**src/rtl/usb_token_tx_pkg.sv**
```systemverilog
// Shared SIE definitions: token FSM states, token PIDs and the CRC5 constants.
package usb_token_tx_pkg;

    typedef enum logic [2:0] {
        ST_IDLE,
        ST_SYNC,
        ST_PID,
        ST_FIELD,
        ST_CRC,
        ST_EOP
    } tok_state_e;

    localparam logic [3:0] PID_OUT   = 4'b0001;
    localparam logic [3:0] PID_IN    = 4'b1001;
    localparam logic [3:0] PID_SOF   = 4'b0101;
    localparam logic [3:0] PID_SETUP = 4'b1101;
    localparam logic [3:0] PID_PING  = 4'b0100;

    localparam logic [4:0] CRC5_POLY = 5'b00101;
    localparam logic [4:0] CRC5_INIT = 5'b11111;

    function automatic logic pid_is_token(input logic [3:0] p);
        return (p == PID_OUT) || (p == PID_IN) || (p == PID_SOF) ||
               (p == PID_SETUP) || (p == PID_PING);
    endfunction

endpackage

```
**src/rtl/usb_token_tx_if.sv**
```systemverilog
// Token request and serial bit-stream signals; master = transmitter side.
interface usb_token_tx_if;
    logic        start;
    logic [3:0]  pid;
    logic [6:0]  addr;
    logic [3:0]  endp;
    logic [10:0] frame_num;
    logic        bit_out;
    logic        bit_valid;
    logic        bit_ready;
    logic        busy;
    logic        eop;
    logic        pid_err;

    modport master (
        input  start, pid, addr, endp, frame_num, bit_ready,
        output bit_out, bit_valid, busy, eop, pid_err
    );

    modport slave (
        output start, pid, addr, endp, frame_num, bit_ready,
        input  bit_out, bit_valid, busy, eop, pid_err
    );
endinterface

```
**src/rtl/usb_token_tx_crc5_serial.sv**
```systemverilog
// Bit-serial CRC5 (x^5+x^2+1); exposes the raw register, inversion is left to the user.
module crc5_serial
    import usb_token_tx_pkg::*;
(
    input  logic       clk,
    input  logic       rst,
    input  logic       init,
    input  logic       en,
    input  logic       din,
    output logic [4:0] crc
);
    logic fb;

    assign fb = crc[4] ^ din;

    always_ff @(posedge clk or negedge rst) begin
        if (!rst)
            crc <= CRC5_INIT;
        else if (init)
            crc <= CRC5_INIT;
        else if (en)
            crc <= {crc[3:0], 1'b0} ^ (fb ? CRC5_POLY : 5'b00000);
    end
endmodule

```
**src/rtl/usb_token_tx.sv**
```systemverilog
// USB token serializer: SYNC, PID, 11-bit field, CRC5, then one EOP cycle.
// Define USB_TOKEN_PID_CHECK_EN to reject non-token PIDs with a pid_err pulse.
module usb_token_tx
    import usb_token_tx_pkg::*;
#(
    parameter int SYNC_BITS = 8
) (
    input  logic           clk,
    input  logic           rst,
    usb_token_tx_if.master tok
);
    localparam logic [4:0] SYNC_LAST = 5'(SYNC_BITS - 1);

    tok_state_e  state, state_n;
    logic [4:0]  cnt, cnt_n;
    logic [3:0]  pid_q;
    logic [10:0] field_q;
    logic [4:0]  crc;
    logic        xfer, accept, reject, crc_en, bit_mux;

    assign xfer = tok.bit_valid && tok.bit_ready;

`ifdef USB_TOKEN_PID_CHECK_EN
    assign reject = (state == ST_IDLE) && tok.start && !pid_is_token(tok.pid);
`else
    assign reject = 1'b0;
`endif
    assign accept = (state == ST_IDLE) && tok.start && !reject;
    assign crc_en = (state == ST_FIELD) && xfer;

    crc5_serial u_crc (
        .clk  (clk),
        .rst  (rst),
        .init (accept),
        .en   (crc_en),
        .din  (field_q[cnt[3:0]]),
        .crc  (crc)
    );

    always_comb begin
        state_n = state;
        cnt_n   = cnt;
        case (state)
            ST_IDLE: if (accept) begin
                state_n = ST_SYNC;
                cnt_n   = 5'd0;
            end
            ST_SYNC: if (xfer) begin
                cnt_n = cnt + 5'd1;
                if (cnt == SYNC_LAST) begin
                    cnt_n   = 5'd0;
                    state_n = ST_PID;
                end
            end
            ST_PID: if (xfer) begin
                cnt_n = cnt + 5'd1;
                if (cnt == 5'd7) begin
                    cnt_n   = 5'd0;
                    state_n = ST_FIELD;
                end
            end
            ST_FIELD: if (xfer) begin
                cnt_n = cnt + 5'd1;
                if (cnt == 5'd10) begin
                    cnt_n   = 5'd0;
                    state_n = ST_CRC;
                end
            end
            ST_CRC: if (xfer) begin
                cnt_n = cnt + 5'd1;
                if (cnt == 5'd4) begin
                    cnt_n   = 5'd0;
                    state_n = ST_EOP;
                end
            end
            ST_EOP:  state_n = ST_IDLE;
            default: state_n = ST_IDLE;
        endcase
    end

    // bit_out decodes flopped state only, so it moves just after a transfer or state entry
    always_comb begin
        bit_mux = 1'b0;
        case (state)
            ST_SYNC:  bit_mux = (cnt == SYNC_LAST);
            ST_PID:   bit_mux = pid_q[cnt[1:0]] ^ cnt[2];
            ST_FIELD: bit_mux = field_q[cnt[3:0]];
            ST_CRC:   bit_mux = ~crc[3'd4 - cnt[2:0]];
            default:  bit_mux = 1'b0;
        endcase
    end

    assign tok.bit_out = bit_mux;

    always_ff @(posedge clk or negedge rst) begin
        if (!rst) begin
            state         <= ST_IDLE;
            cnt           <= 5'd0;
            pid_q         <= 4'd0;
            field_q       <= 11'd0;
            tok.bit_valid <= 1'b0;
            tok.busy      <= 1'b0;
            tok.eop       <= 1'b0;
            tok.pid_err   <= 1'b0;
        end else begin
            state <= state_n;
            cnt   <= cnt_n;
            if (accept) begin
                pid_q   <= tok.pid;
                field_q <= (tok.pid == PID_SOF) ? tok.frame_num : {tok.endp, tok.addr};
            end
            tok.bit_valid <= (state_n == ST_SYNC) || (state_n == ST_PID) ||
                             (state_n == ST_FIELD) || (state_n == ST_CRC);
            tok.busy      <= (state_n != ST_IDLE);
            tok.eop       <= (state_n == ST_EOP);
            tok.pid_err   <= reject;
        end
    end
endmodule

```
**src/flat_wrapper.sv**
```systemverilog
// flat-port wrapper written by rule: the top's interface ports become plain ports
module usb_token_tx_flat import usb_token_tx_pkg::*;
#(
    parameter int SYNC_BITS = 8
)
  (clk, rst, tok_start, tok_pid, tok_addr, tok_endp, tok_frame_num, tok_bit_ready, tok_bit_out, tok_bit_valid, tok_busy, tok_eop, tok_pid_err);
  usb_token_tx_if tok_i ();
  input  logic clk;
  input  logic rst;
  input wire logic [$bits(tok_i.start)-1:0] tok_start;
  input wire logic [$bits(tok_i.pid)-1:0] tok_pid;
  input wire logic [$bits(tok_i.addr)-1:0] tok_addr;
  input wire logic [$bits(tok_i.endp)-1:0] tok_endp;
  input wire logic [$bits(tok_i.frame_num)-1:0] tok_frame_num;
  input wire logic [$bits(tok_i.bit_ready)-1:0] tok_bit_ready;
  output wire logic [$bits(tok_i.bit_out)-1:0] tok_bit_out;
  output wire logic [$bits(tok_i.bit_valid)-1:0] tok_bit_valid;
  output wire logic [$bits(tok_i.busy)-1:0] tok_busy;
  output wire logic [$bits(tok_i.eop)-1:0] tok_eop;
  output wire logic [$bits(tok_i.pid_err)-1:0] tok_pid_err;
  assign tok_i.start = tok_start;
  assign tok_i.pid = tok_pid;
  assign tok_i.addr = tok_addr;
  assign tok_i.endp = tok_endp;
  assign tok_i.frame_num = tok_frame_num;
  assign tok_i.bit_ready = tok_bit_ready;
  assign tok_bit_out = tok_i.bit_out;
  assign tok_bit_valid = tok_i.bit_valid;
  assign tok_busy = tok_i.busy;
  assign tok_eop = tok_i.eop;
  assign tok_pid_err = tok_i.pid_err;
  usb_token_tx #(.SYNC_BITS(SYNC_BITS)) u_core (.clk(clk), .rst(rst), .tok(tok_i));
endmodule
```
**config.mk**
```make
export PLATFORM = sky130hd
export DESIGN_NAME = usb_token_tx_flat
export DESIGN_NICKNAME = d
export VERILOG_FILES = /design/src/rtl/usb_token_tx_pkg.sv /design/src/rtl/usb_token_tx_if.sv /design/src/rtl/usb_token_tx_crc5_serial.sv /design/src/rtl/usb_token_tx.sv /design/src/flat_wrapper.sv
export SDC_FILE = /design/constraint.sdc
export NUM_CORES = 1
export LEC_CHECK = 0
export BUFFER_PORTS_ARGS = -buffer_cell sky130_fd_sc_hd__clkbuf_2
export CAP_MARGIN = 20
export CELL_PAD_IN_SITES_DETAIL_PLACEMENT = 1
export CELL_PAD_IN_SITES_GLOBAL_PLACEMENT = 1
export CORE_UTILIZATION = 42
export DETAILED_ROUTE_END_ITERATION = 10
export PLACE_DENSITY = 0.88
export SLEW_MARGIN = 20
export SYNTH_ARGS = -nofsm -noshare
export SYNTH_HDL_FRONTEND = slang
export SYNTH_HIERARCHICAL = 1
export SYNTH_SLANG_ARGS = --single-unit
```
**constraint.sdc**
```tcl
create_clock -name clk -period 2.66 [get_ports clk]
set_clock_uncertainty 0.15 [all_clocks]
set_input_delay 0.399 -clock clk [delete_from_list [all_inputs] [get_ports clk]]
set_output_delay 0.399 -clock clk [all_outputs]
set_load 0.05 [all_outputs]
```
==> results by group <==
Clock network
  – Number of CTS-inserted buffers: 5
  – Hold-fix buffers at CTS: 0
  – Clock slew at reported path FFs: 0.06 ns
  – Clock Path Buffers: 2
  – Clock tree sinks: 31
  – CTS tree: built
  – Htree depth: 2
  – Worst skew pair latency: 0.28 ns
  – Root buf cell: clkbuf_8

Die
  – Row count: 23
  – Die Area: 4560 sq um
  – Die width: 67.5 um
  – Die Span Y: 67.5 um
  – I/O pin total: 35
  – Starting Density: 44.4%
  – Core ar.: 4060 sq um

Worst setup path
  – Crit Path Class: reg -> out
  – Crit end category: output pin
  – CP Launch Type: flop
  – Max FO, Critical Path: 6
  – Worst Path Arrival: 2.03 ns
  – Worst endpoint required time: 2.11 ns

STA
  – Max frequency: 0.388 GHz
  – Final min period: 2.57 ns
  – Fin. Hold Viols: 0
  – Slew Limit Headroom: 47.7%
  – Slew @ Worst Pin: 0.784 ns
  – Setup Viol. Count Final: 0
  – Final period util: 96.8%
  – Worst Hold Slack: 0.0365 ns
  – Max-slew violations: 0

Detailed routing
  – Via count: 1,438
  – Post-route ant nets: 0
  – Vias per inst: 5.49
  – Residual DRC: 0
  – Routed WL: 4020 um
  – Drt initial violations: 74
  – Wire per inst: 15.3 um
  – Drt pass-1 iters: 4

Synthesis
  – Seq cells post-synth: 31
  – Synthesized area per cell: 10.4 sq um
  – Top cell type's share of synthesized area: 36.1%
  – Syn Nets: 206
  – Cell taking the most area after synthesis: dfrtp_1
  – Synth area leaders: dfrtp_1, mux2i_1, dfstp_2
  – Async S/R FF share, synth: 100%
  – Syn. warnings: 6
  – Cell with the most instances after synthesis: dfrtp_1
  – Post-Synthesis Cell Area: 1800 sq um
  – Cells after Synth: 173
  – Commonest cells post-synth: dfrtp_1, nor2_1, a21oi_1, mux2i_1
  – Post-synth EDFFs: 0
  – Sequential fraction of the synthesis area: 43.4%
  – Main flop type after synthesis: dfrtp_1
  – Cell variety after synth: 43

Layout
  – Layout cell share with drive strength beyond 1: 32.5%
  – Nets@finish: 244
  – P&R area growth vs syn: 20.5%
  – Antenna cells: 0
  – Fin util: 53.5%

Pwr
  – Leak pwr: 0.967 nW
  – VDD IR max: 0.361 mV
  – Pwr Density: 955 nW/um^2

Global route
  – Vias in the first global route: 1,464
  – Initial antenna violation count: 0
  – First-pass GRT wire length: 6640 um
  – Total Routing Usage GR: 20.2%
  – Gr ovfl total: 0
  – Largest net degree at the start of global routing: 32

Placement
  – Dpl hpwl: 2910 um
  – Port bufs: 33
  – Gpl congestion: 0.842

Run status
  – Status: finished clean

Hold path
  – Hold Path Class: in -> async

Run
  – Max Cap Viol: 0
==> layer usage <==
layer	track usage [%]	wire (um)	vias to the layer above
met5	0	0	-
met3	5.91	143	6
met2	34.8	2010	31
li1	-	-	696
met1	23.2	1800	705
met4	8.51	61	0
==> final timing paths <==
kind / to / depth (start not counted) / slack (ns) / from
worst max-delay path: tok_bit_out / 6 / 0.09 / u_core/cnt[0]
worst min-delay path: u_core/pid_q[1] / 1 / 0.04 / rst
worst max register to register: u_core/cnt[1] / 7 / 0.37 / u_core/cnt[1]
worst min register to register: u_core/pid_q[3] / 1 / 0.38 / u_core/pid_q[3]
max in group asynchronous: u_core/cnt[0] / 1 / 1.78 / rst
min in group clk: u_core/pid_q[2] / 2 / 0.22 / tok_pid[2]
==> power by group <==
| group | internal [mW] | switching, mW |
|---|---|---|
| Sequential | 0.688 | 0.183 |
| Clock | 0.236 | 0.170 |
| Combinational | 0.441 | 0.356 |
| Total | 1.36 | 0.709 |
==> through the flow <==
stage	std cells	setup WS [ns]	setup TNS (ns)	instance area [sq um]	total power, mW
6_report	262	0.0853	0	2170	2.07
5_1_grt	262	-0.00631	-0.00631	2170	2.22
3_5_place_dp	249	0.134	0	2020	1.61
3_3_place_gp	249	0.168	0	2020	1.57
2_1_floorplan	173	0.184	0	1800	1.41
4_1_cts	260	0.0345	0	2150	2.06
==> worst max-delay path, stage by stage (launching register included) <==
cell,delay [ns]
dfrtp_2,0.42
mux4_2,0.52
xnor2_1,0.14
o31a_1,0.23
o22ai_1,0.13
a41o_1,0.14
buf_6,0.16
==> logic make-up (layout without fill, tap and decap cells) <==
group                      Yosys count  count (layout)  share of synthesized area [%]
xor gates and xnor gates             6               6                           3.75
DFF                                 31              31                           43.4
and+or+nand+nor                     54              54                           16.5
adders and majority gates            3               3                           2.08
muxes                               21              21                           14.0
other                                1               1                          0.208
buffers and inverters               17              56                           4.37
AOI/OAI and AO/OA                   40              40                           15.6
==> layout make-up <==
| type | count | area (sq um) |
|---|---|---|
| well taps | 50 | 62.6 |
| repair buffers | 42 | 239 |
| multi-input cells | 125 | 962 |
| fillers | 464 | 1890 |
| flip-flops and latches | 31 | 785 |
| clock buffers | 8 | 100 |
| inverters | 6 | 22.5 |
==> sequential cells by signal (all words and copies together), names as in the netlist <==
signal	count
u_core/tok.busy	1
u_core/cnt	5
u_core/tok.bit_valid	1
u_core/tok.eop	1
u_core/pid_q	4
u_core/u_crc/crc	5
u_core/state	3
u_core/field_q	11
==> repair_timing <==
action / in CTS / in global routing
gates cloned: 0 / 0
resized for setup: 4 / 2
endpoints found under the setup margin: 1 / 1
buffers inserted: 3 / 2
==> cells in the final DEF (no fill, tap or decap), types with 3 or more instances in the layout <==
master and count:
inv_1 6, clkbuf_2 32, o21ai_0 3, mux4_2 3, a211o_1 6, nand2_1 9, clkbuf_8 7, ha_1 3
dfrtp_1 24, mux2i_1 14, mux2_2 4, dfstp_2 5, buf_4 9, nand3_1 7, a21oi_1 14, o21ai_1 4
nor2_1 17, xnor2_1 3, nor2b_1 9
Note: power is estimated with default switching activity, not from simulation.
